File: config.mk
export PLATFORM = sky130hd
export DESIGN_NAME = mem_port_arbiter_flat
export DESIGN_NICKNAME = d
export VERILOG_FILES = /design/src/rtl/mem_port_arbiter_if.sv /design/src/rtl/mem_port_arbiter.sv /design/src/flat_wrapper.sv
export SDC_FILE = /design/constraint.sdc
export NUM_CORES = 1
export LEC_CHECK = 0
export CORE_ASPECT_RATIO = 1.2
export CORE_MARGIN = 3
export CORE_UTILIZATION = 33
export CTS_BUF_LIST = sky130_fd_sc_hd__clkbuf_8 sky130_fd_sc_hd__clkbuf_16
export DETAILED_ROUTE_END_ITERATION = 16
export HOLD_SLACK_MARGIN = 0.15
export PLACE_DENSITY = 0.92
export SETUP_SLACK_MARGIN = 0.05
export SYNTH_ARGS = -nofsm -noshare
export SYNTH_HDL_FRONTEND = slang
export SYNTH_SLANG_ARGS = --single-unit
export TNS_END_PERCENT = 100
File: constraint.sdc
create_clock -name clock -period 2.3 [get_ports clock]
set_input_delay 0.46 -clock clock [delete_from_list [all_inputs] [get_ports clock]]
set_output_delay 0.46 -clock clock [all_outputs]
set_load 0.01 [all_outputs]
File: src/rtl/mem_port_arbiter_if.sv
// Bus bundle between the pipeline front/back ends, the arbiter and the unified memory.
//   slave  : arbiter side (takes fetch/data requests and mem_rdata, drives responses,
//            memory strobes and pipeline controls)
//   master : environment side (IF/MEM stages and the memory model)
interface mem_port_arbiter_if #(
  parameter int unsigned ADDR_W = 32,
  parameter int unsigned DATA_W = 32
);
  // Fetch port
  logic              if_req;
  logic [ADDR_W-1:0] if_addr;
  logic [DATA_W-1:0] if_rdata;
  logic              if_valid;
  // Data port
  logic              d_req;
  logic              d_we;
  logic [ADDR_W-1:0] d_addr;
  logic [DATA_W-1:0] d_wdata;
  logic [3:0]        d_be;
  logic [DATA_W-1:0] d_rdata;
  logic              d_valid;
  // Memory port
  logic              mem_en;
  logic              mem_we;
  logic [ADDR_W-1:0] mem_addr;
  logic [DATA_W-1:0] mem_wdata;
  logic [3:0]        mem_be;
  logic [DATA_W-1:0] mem_rdata;
  // Pipeline controls
  logic              PCWrite;
  logic              if_id_write;
  logic              mem_stall;

  modport slave (
    input  if_req, if_addr, d_req, d_we, d_addr, d_wdata, d_be, mem_rdata,
    output if_rdata, if_valid, d_rdata, d_valid,
    output mem_en, mem_we, mem_addr, mem_wdata, mem_be,
    output PCWrite, if_id_write, mem_stall
  );

  modport master (
    output if_req, if_addr, d_req, d_we, d_addr, d_wdata, d_be, mem_rdata,
    input  if_rdata, if_valid, d_rdata, d_valid,
    input  mem_en, mem_we, mem_addr, mem_wdata, mem_be,
    input  PCWrite, if_id_write, mem_stall
  );
endinterface

File: src/rtl/mem_port_arbiter.sv
// Arbiter sharing one single-port fixed-latency memory between instruction fetch and
// data loads/stores. One access is in flight at a time; responses are registered and
// signalled by a one-cycle valid pulse. Data wins over fetch, except that fetch is
// forced through after STARVE_LIMIT consecutive data grants taken while it waited.
// Ports:
//   clock : rising-edge clock
//   reset : asynchronous active-low reset
//   bus   : request/response, memory and pipeline-control signals (slave side)
module mem_port_arbiter #(
  parameter int unsigned MEM_LATENCY  = 2,
  parameter int unsigned STARVE_LIMIT = 4,
  parameter int unsigned ADDR_W       = 32,
  parameter int unsigned DATA_W       = 32
) (
  input logic               clock,
  input logic               reset,
  mem_port_arbiter_if.slave bus
);

  localparam int unsigned LatW    = (MEM_LATENCY > 1) ? $clog2(MEM_LATENCY) : 1;
  localparam int unsigned StreakW = $clog2(STARVE_LIMIT + 1);
  localparam logic [LatW-1:0]    LatInit   = LatW'(MEM_LATENCY - 1);
  localparam logic [StreakW-1:0] StreakMax = StreakW'(STARVE_LIMIT);

  typedef enum logic [1:0] {StIdle, StIfBusy, StDBusy} state_e;

  state_e              state_q;
  logic [LatW-1:0]     lat_cnt_q;
  logic [StreakW-1:0]  d_streak_q;
  logic                is_store_q;
  logic [DATA_W-1:0]   if_rdata_q;
  logic [DATA_W-1:0]   d_rdata_q;
  logic                if_valid_q;
  logic                d_valid_q;

  logic                fetch_starved;
  logic                grant_d;
  logic                grant_i;
  logic [ADDR_W-1:0]   addr_sel;

  // Grants are only possible in IDLE and are masked while reset is asserted so that
  // every output reads 0 during reset.
  always_comb begin
    fetch_starved = bus.if_req && (d_streak_q == StreakMax);
    grant_d       = reset && (state_q == StIdle) && bus.d_req && !fetch_starved;
    grant_i       = reset && (state_q == StIdle) && bus.if_req && !grant_d;
  end

  // Memory strobes for the issue cycle, steered from the granted requester.
  always_comb begin
    addr_sel      = '0;
    bus.mem_en    = 1'b0;
    bus.mem_we    = 1'b0;
    bus.mem_wdata = '0;
    bus.mem_be    = '0;
    if (grant_d) begin
      addr_sel      = bus.d_addr;
      bus.mem_en    = 1'b1;
      bus.mem_we    = bus.d_we;
      bus.mem_wdata = bus.d_wdata;
      bus.mem_be    = bus.d_be;
    end else if (grant_i) begin
      addr_sel      = bus.if_addr;
      bus.mem_en    = 1'b1;
    end
    bus.mem_addr = addr_sel;
  end

  always_ff @(posedge clock or negedge reset) begin
    if (!reset) begin
      state_q    <= StIdle;
      lat_cnt_q  <= '0;
      d_streak_q <= '0;
      is_store_q <= 1'b0;
      if_rdata_q <= '0;
      d_rdata_q  <= '0;
      if_valid_q <= 1'b0;
      d_valid_q  <= 1'b0;
    end else begin
      if_valid_q <= 1'b0;
      d_valid_q  <= 1'b0;
      unique case (state_q)
        StIdle: begin
          if (grant_d) begin
            state_q    <= StDBusy;
            lat_cnt_q  <= LatInit;
            is_store_q <= bus.d_we;
            // A data grant with fetch waiting implies the streak is below the limit.
            d_streak_q <= bus.if_req ? d_streak_q + 1'b1 : '0;
          end else if (grant_i) begin
            state_q    <= StIfBusy;
            lat_cnt_q  <= LatInit;
            d_streak_q <= '0;
          end
        end
        StIfBusy: begin
          if (lat_cnt_q == '0) begin
            if_rdata_q <= bus.mem_rdata;
            if_valid_q <= 1'b1;
            state_q    <= StIdle;
          end else begin
            lat_cnt_q <= lat_cnt_q - 1'b1;
          end
        end
        StDBusy: begin
          if (lat_cnt_q == '0) begin
            if (!is_store_q) begin
              d_rdata_q <= bus.mem_rdata;
            end
            d_valid_q <= 1'b1;
            state_q   <= StIdle;
          end else begin
            lat_cnt_q <= lat_cnt_q - 1'b1;
          end
        end
        default: state_q <= StIdle;
      endcase
    end
  end

  assign bus.if_rdata    = if_rdata_q;
  assign bus.if_valid    = if_valid_q;
  assign bus.d_rdata     = d_rdata_q;
  assign bus.d_valid     = d_valid_q;
  assign bus.mem_stall   = reset && bus.d_req && !d_valid_q;
  assign bus.PCWrite     = if_valid_q && !bus.mem_stall;
  assign bus.if_id_write = bus.PCWrite;

endmodule

File: src/flat_wrapper.sv
// flat-port wrapper written by rule: the top's interface ports become plain ports
module mem_port_arbiter_flat 
#(
  parameter int unsigned MEM_LATENCY  = 2,
  parameter int unsigned STARVE_LIMIT = 4,
  parameter int unsigned ADDR_W       = 32,
  parameter int unsigned DATA_W       = 32
)
  (clock, reset, bus_if_req, bus_if_addr, bus_d_req, bus_d_we, bus_d_addr, bus_d_wdata, bus_d_be, bus_mem_rdata, bus_if_rdata, bus_if_valid, bus_d_rdata, bus_d_valid, bus_mem_en, bus_mem_we, bus_mem_addr, bus_mem_wdata, bus_mem_be, bus_PCWrite, bus_if_id_write, bus_mem_stall);
  mem_port_arbiter_if #(.ADDR_W(ADDR_W), .DATA_W(DATA_W)) bus_i ();
  input logic clock;
  input logic reset;
  input wire logic [$bits(bus_i.if_req)-1:0] bus_if_req;
  input wire logic [$bits(bus_i.if_addr)-1:0] bus_if_addr;
  input wire logic [$bits(bus_i.d_req)-1:0] bus_d_req;
  input wire logic [$bits(bus_i.d_we)-1:0] bus_d_we;
  input wire logic [$bits(bus_i.d_addr)-1:0] bus_d_addr;
  input wire logic [$bits(bus_i.d_wdata)-1:0] bus_d_wdata;
  input wire logic [$bits(bus_i.d_be)-1:0] bus_d_be;
  input wire logic [$bits(bus_i.mem_rdata)-1:0] bus_mem_rdata;
  output wire logic [$bits(bus_i.if_rdata)-1:0] bus_if_rdata;
  output wire logic [$bits(bus_i.if_valid)-1:0] bus_if_valid;
  output wire logic [$bits(bus_i.d_rdata)-1:0] bus_d_rdata;
  output wire logic [$bits(bus_i.d_valid)-1:0] bus_d_valid;
  output wire logic [$bits(bus_i.mem_en)-1:0] bus_mem_en;
  output wire logic [$bits(bus_i.mem_we)-1:0] bus_mem_we;
  output wire logic [$bits(bus_i.mem_addr)-1:0] bus_mem_addr;
  output wire logic [$bits(bus_i.mem_wdata)-1:0] bus_mem_wdata;
  output wire logic [$bits(bus_i.mem_be)-1:0] bus_mem_be;
  output wire logic [$bits(bus_i.PCWrite)-1:0] bus_PCWrite;
  output wire logic [$bits(bus_i.if_id_write)-1:0] bus_if_id_write;
  output wire logic [$bits(bus_i.mem_stall)-1:0] bus_mem_stall;
  assign bus_i.if_req = bus_if_req;
  assign bus_i.if_addr = bus_if_addr;
  assign bus_i.d_req = bus_d_req;
  assign bus_i.d_we = bus_d_we;
  assign bus_i.d_addr = bus_d_addr;
  assign bus_i.d_wdata = bus_d_wdata;
  assign bus_i.d_be = bus_d_be;
  assign bus_i.mem_rdata = bus_mem_rdata;
  assign bus_if_rdata = bus_i.if_rdata;
  assign bus_if_valid = bus_i.if_valid;
  assign bus_d_rdata = bus_i.d_rdata;
  assign bus_d_valid = bus_i.d_valid;
  assign bus_mem_en = bus_i.mem_en;
  assign bus_mem_we = bus_i.mem_we;
  assign bus_mem_addr = bus_i.mem_addr;
  assign bus_mem_wdata = bus_i.mem_wdata;
  assign bus_mem_be = bus_i.mem_be;
  assign bus_PCWrite = bus_i.PCWrite;
  assign bus_if_id_write = bus_i.if_id_write;
  assign bus_mem_stall = bus_i.mem_stall;
  mem_port_arbiter #(.MEM_LATENCY(MEM_LATENCY), .STARVE_LIMIT(STARVE_LIMIT), .ADDR_W(ADDR_W), .DATA_W(DATA_W)) u_core (.clock(clock), .reset(reset), .bus(bus_i));
endmodule
# Yosys cells after proc, flatten, opt, wreduce, memory -nomap -nowiden
# Index checks and enable logic that the tools add are counted.
[word_totals]
romBits = 0
n_memories = 0
latch_bits = 0
register_bits = 73
ramBits = 0
wordCells = 61
input_bits = 137
out_inout_bits = 139
[classes]
n_bitwise = 2
magnitude_cmp = 0
n_addsub = 2
multipliers = 0
n_eq_ne = 5
n_div = 0
n_reduce_logical = 23
n_mux = 21
shift = 0
[ops]
columns = ["op", "n"]
rows = [
  ["$mux 32", 3],
  ["$reduce_and 2->1", 5],
  ["$logic_and 1x1->1", 9],
  ["$mux 1", 9],
  ["$mux 3", 3],
  ["$mux 2", 3],
  ["$logic_not 1->1", 4],
  ["$mux 4", 1],
  ["$pmux 2 s2", 1],
  ["$reduce_bool 2->1", 2],
  ["$add 3x1->3 const B", 1],
  ["$eq 3x3->1 const B", 1],
  ["$ne 3x1->1 const B", 1],
  ["$reduce_and 3->1", 1],
  ["$eq 2x1->1 const B", 1],
  ["$eq 2x2->1 const B", 1],
  ["$logic_not 2->1", 1],
  ["$ne 2x2->1 const B", 1],
  ["$not 1->1", 2],
  ["$pmux 1 s2", 1],
  ["$reduce_or 2->1", 1],
  ["$sub 1x1->1 const B", 1],
]

# Longest topological paths before layout
[depth]
ltp_word = 9
ltp_mapped = 7
mapped_depth_nobuf = 5

# Worst setup path after synthesis
# Ideal clock, no wire load.
[synth_timing]
path_kind = "register -> output"
from = "reg u_core.d_streak_q[0]"
to = "out bus_mem_addr[0]"
required_time_ns = 1.840
slack_ns = 0.429
arrival_time_ns = 1.411
path_buffers = 2
stages_incl_launch_ff = 8
path_cell_list = "dfrtp_1 inv_1 ha_1 nand3_1 and4_1 buf_6 buf_6 a22o_1"
[synth_between]
elab_chain_cells = 8
[synth_rtl]
columns = ["element", "line", "text"]
rows = [
  ["start, declared", "mem_port_arbiter.sv:29", "logic [StreakW-1:0] d_streak_q;"],
  ["start signal, assigned", "mem_port_arbiter.sv:89", "d_streak_q <= bus.if_req ? d_streak_q + 1'b1 : '0;"],
  ["$eq 3x3->1 *", "mem_port_arbiter.sv:44", "fetch_starved = bus.if_req && (d_streak_q == StreakMax);"],
  ["$logic_and 1x1->1 *", "mem_port_arbiter.sv:44", ""],
  ["$logic_not 1->1 *", "mem_port_arbiter.sv:45", "grant_d = reset && (state_q == StIdle) && bus.d_req && !fetch_starved;"],
  ["$logic_and 1x1->1 *", "mem_port_arbiter.sv:45", ""],
  ["$logic_not 1->1", "mem_port_arbiter.sv:46", "grant_i = reset && (state_q == StIdle) && bus.if_req && !grant_d;"],
  ["$logic_and 1x1->1", "mem_port_arbiter.sv:46", ""],
  ["$mux 32", "mem_port_arbiter.sv:62", "end else if (grant_i) begin"],
  ["$mux 32 *", "mem_port_arbiter.sv:56", "if (grant_d) begin"],
  ["end, declared", "flat_wrapper.sv:27", "output wire logic [$bits(bus_i.mem_addr)-1:0] bus_mem_addr;"],
]
# Every way passes the cells marked *; elsewhere a longest branch is shown, timed or not.

# Final worst setup path
[layout_timing]
from = "reg u_core.d_streak_q[1]"
to = "out bus_mem_addr[30]"
# Same word-level chain as after synthesis.

==> reports/results.txt <==
status - finished with violations
failing checks - setup timing
worst endpoint required time - 1.84 ns
synthesized cell area - 0.003488 sq mm
total CTS buffers - 9
crit path time final - 2.392 ns
RR Endpoint - u_core.bus.d_rdata[25]$_DFFE_PN0P_
Tcrit/Tclk final - 104.0%
Initial Utilization - 34.33%
Synth-to-Final Area Change - 102.3%
FMAX - 0.4180 GHz
GR Util met2 - 47.54%
DRT Pass-1 Iters - 4
first-iteration detailed-routing DRC count - 249
first-pass GRT wire length - 25.03 mm
CTS tree - done
Max Cap Violations - 0
die area - 0.01185 sq mm
Fill cells - 720
GR Util All Layers - 28.69%
Post-DRT Antenna Nets - 0
WL per Instance - 24.83 microns
GRT overflow - 0
Post-DP HPWL - 13.10 mm
worst-case clock skew - 0.009737 ns
clk buf depth - 2
maximum VDD drop - 0.0008765 V
Net Count, Synth - 411
Syn. warnings - 0
relative slew slack - 39.66%
Site Rows - 40
Top Ports - 276
global route hottest layer - met2
Die Height - 118.6 microns
number of nets in the layout - 728
Leak Pwr - 3.233 nW
root buffer cell - clkbuf_16
Worst setup SP type - flip-flop
Core Area - 0.01016 sq mm
final wirelength - 17.76 mm
Layout Cells excl Fill - 715
Seq/Total Area, Yosys - 52.37%
port buffer count - 275
max-slew violations - 0
dpl cells - 672
reg2reg setup slack - 0.36 ns
Antenna Cells - 0
Post-Syn Instances - 268
GR Util met1 - 33.18%
Vias/cell - 5.092
fin util - 69.46%
Setup CP Type - reg2out
# setup viols final - 31
CTS H-tree depth - 3
DRC - 0
Slew @ Worst Pin - 0.9050 ns
Pwr Total - 7.579 mW
GPL Wtd Cong - 0.9495
Hold Crit Class - in2async
Crit Reg-Reg Startpoint - u_core.state_q[0]$_DFFE_PN0P_
RSZ-0062 raised after global routing - true
Arr. time, crit path - 1.93 ns
via count - 3641
count of different cell masters after synthesis - 28
antenna violations before repair - 0
met3 Use GR - 11.22%
share of cells above drive strength 1 - 39.22%
Power Density - 1074 mW/mm^2
R2R cell count - 7
Yosys reg bits - 73
syn avg cell area - 13.02 sq um
Clock Pin Slew Worst Setup and Hold Paths - 0.06 ns
CP Max Fanout - 8
min setup slack post-route - -0.09237 ns
endpoints failing hold - 0
chip width - 99.86 microns
Worst Setup End Kind - output port
number of global-route vias before repair - 3935
largest net degree at the start of global routing - 73
CTS sink count - 73
clock latency on the worst-skew pair - 0.33 ns
-- through the flow --
step | cell area, sq um | setup TNS (ns) | setup WS (ns) | hold WS (ns)
2_1_floorplan | 3488 | 0 | 0.4292 | 0.1644
3_3_place_gp | 6459 | -29.51 | -0.5273 | 0.2666
3_5_place_dp | 6459 | -32.76 | -0.5615 | 0.2689
4_1_cts | 6833 | -0.1152 | -0.01562 | 0.4948
5_1_grt | 7057 | -3.430 | -0.1676 | 0.1595
6_report | 7057 | -1.314 | -0.09237 | 0.1583
-- synthesized netlist by cell type, drive strengths merged --
library cell   n  share of area [%]
nand2          5               0.54
clkbuf         3               0.43
nand3          2               0.29
nor3b          1               0.22
nor2b          3               0.54
o21ai          2               0.29
o211a          1               0.29
dfrtp         73                 52
nand4          1               0.18
mux2i          1               0.29
a31o           1               0.25
mux2          65                 21
a22o          33                8.3
a41o           1               0.29
inv            7               0.75
a21o           1               0.22
nor2           2               0.22
buf           16                3.5
and2          37                6.6
o31ai          1               0.22
ha             6                2.2
o22ai          1               0.18
and4           1               0.25
a21oi          4               0.68
-- placed cells by master, fill, tap and decap left out, drive strengths merged --
cell type	n
bufinv	1
nor2b	3
nand3	2
nand2	5
buf	117
mux2	65
dfrtp	73
and2	37
a22o	33
o211a	1
nor2	2
dlygate4sd2	3
nor3b	1
a21oi	4
nand4	1
o31ai	1
ha	6
dlymetal6s4s	1
clkinv	3
a41o	1
a31o	1
o22ai	1
a21o	1
clkdlybuf4s50	202
inv	7
mux2i	1
and4	1
clkbuf	13
o21ai	2
-- worst max path at each step --
stage / to / from / cells after the start
6_report: bus_mem_addr[30] / u_core.d_streak_q[1]$_DFFE_PN0P_ / 9
5_1_grt: bus_mem_addr[30] / u_core.d_streak_q[0]$_DFFE_PN0P_ / 9
4_1_cts: bus_mem_addr[0] / u_core.d_streak_q[1]$_DFFE_PN0P_ / 8
3_5_place_dp: bus_mem_wdata[0] / bus_if_req / 6
3_3_place_gp: bus_mem_wdata[0] / bus_if_req / 6
2_1_floorplan: bus_mem_addr[0] / u_core.d_streak_q[0]$_DFFE_PN0P_ / 7
-- cell type report --
| type | instances | area [sq um] | share of cell area (%) |
|---|---|---|---|
| timing repair buffer | 325 | 3119 | 44.20 |
| sequential | 73 | 1827 | 25.89 |
| multi-input combinational | 169 | 1622 | 22.98 |
| clock buffer | 11 | 252.7 | 3.582 |
| tap | 126 | 157.7 | 2.234 |
| clock inverter | 4 | 52.55 | 0.7447 |
| inverter | 7 | 26.28 | 0.3723 |
-- flip-flops by register name, summed over array words and instances, names as in the netlist --
name	cells
u_core.d_streak_q	3
u_core.lat_cnt_q	1
u_core.state_q	2
u_core.bus.if_rdata	32
u_core.bus.if_valid	1
u_core.bus.d_valid	1
u_core.bus.d_rdata	32
u_core.is_store_q	1
-- metal layers --
| metal | vias to the layer above | part of all wire, % |
|---|---|---|
| met5 | - | 0 |
| met4 | 0 | 2.7 |
| met3 | 36 | 11 |
| met2 | 212 | 50 |
| met1 | 1799 | 36 |
| li1 | 1594 | - |
-- critical path, cell delays in order, from the launching register on --
cell       delay (ns)
dfrtp_1          0.40
inv_2            0.09
ha_4             0.16
buf_6            0.10
nand2_4          0.05
a21oi_4          0.20
buf_6            0.15
clkbuf_16        0.15
a22o_1           0.15
buf_2            0.15
-- cell families (layout without fill, tap and decap cells) --
group / after synthesis / in the layout / synth area share [%]
muxes: 66 / 66 / 21.27
buffers and inverters: 26 / 347 / 4.663
AOI/OAI and AO/OA: 45 / 45 / 10.69
adders and majority gates: 6 / 6 / 2.152
DFF: 73 / 73 / 52.37
and+or+nand+nor: 52 / 52 / 8.860
-- power breakdown --
| group | internal (mW) | switching [mW] |
|---|---|---|
| Clock | 0.895 | 0.541 |
| Combinational | 2.38 | 1.51 |
| Sequential | 1.91 | 0.346 |
-- what timing repair did --
action	4_1_cts	5_1_grt
pin swaps	24	11
gates cloned	6	2
setup buffers	11	8
setup endpoints to repair	73	71
hold buffers	1	0
gates resized for setup	324	38
hold endpoints to repair	3	0
No activity file was read; power rests on OpenSTA's default activity.
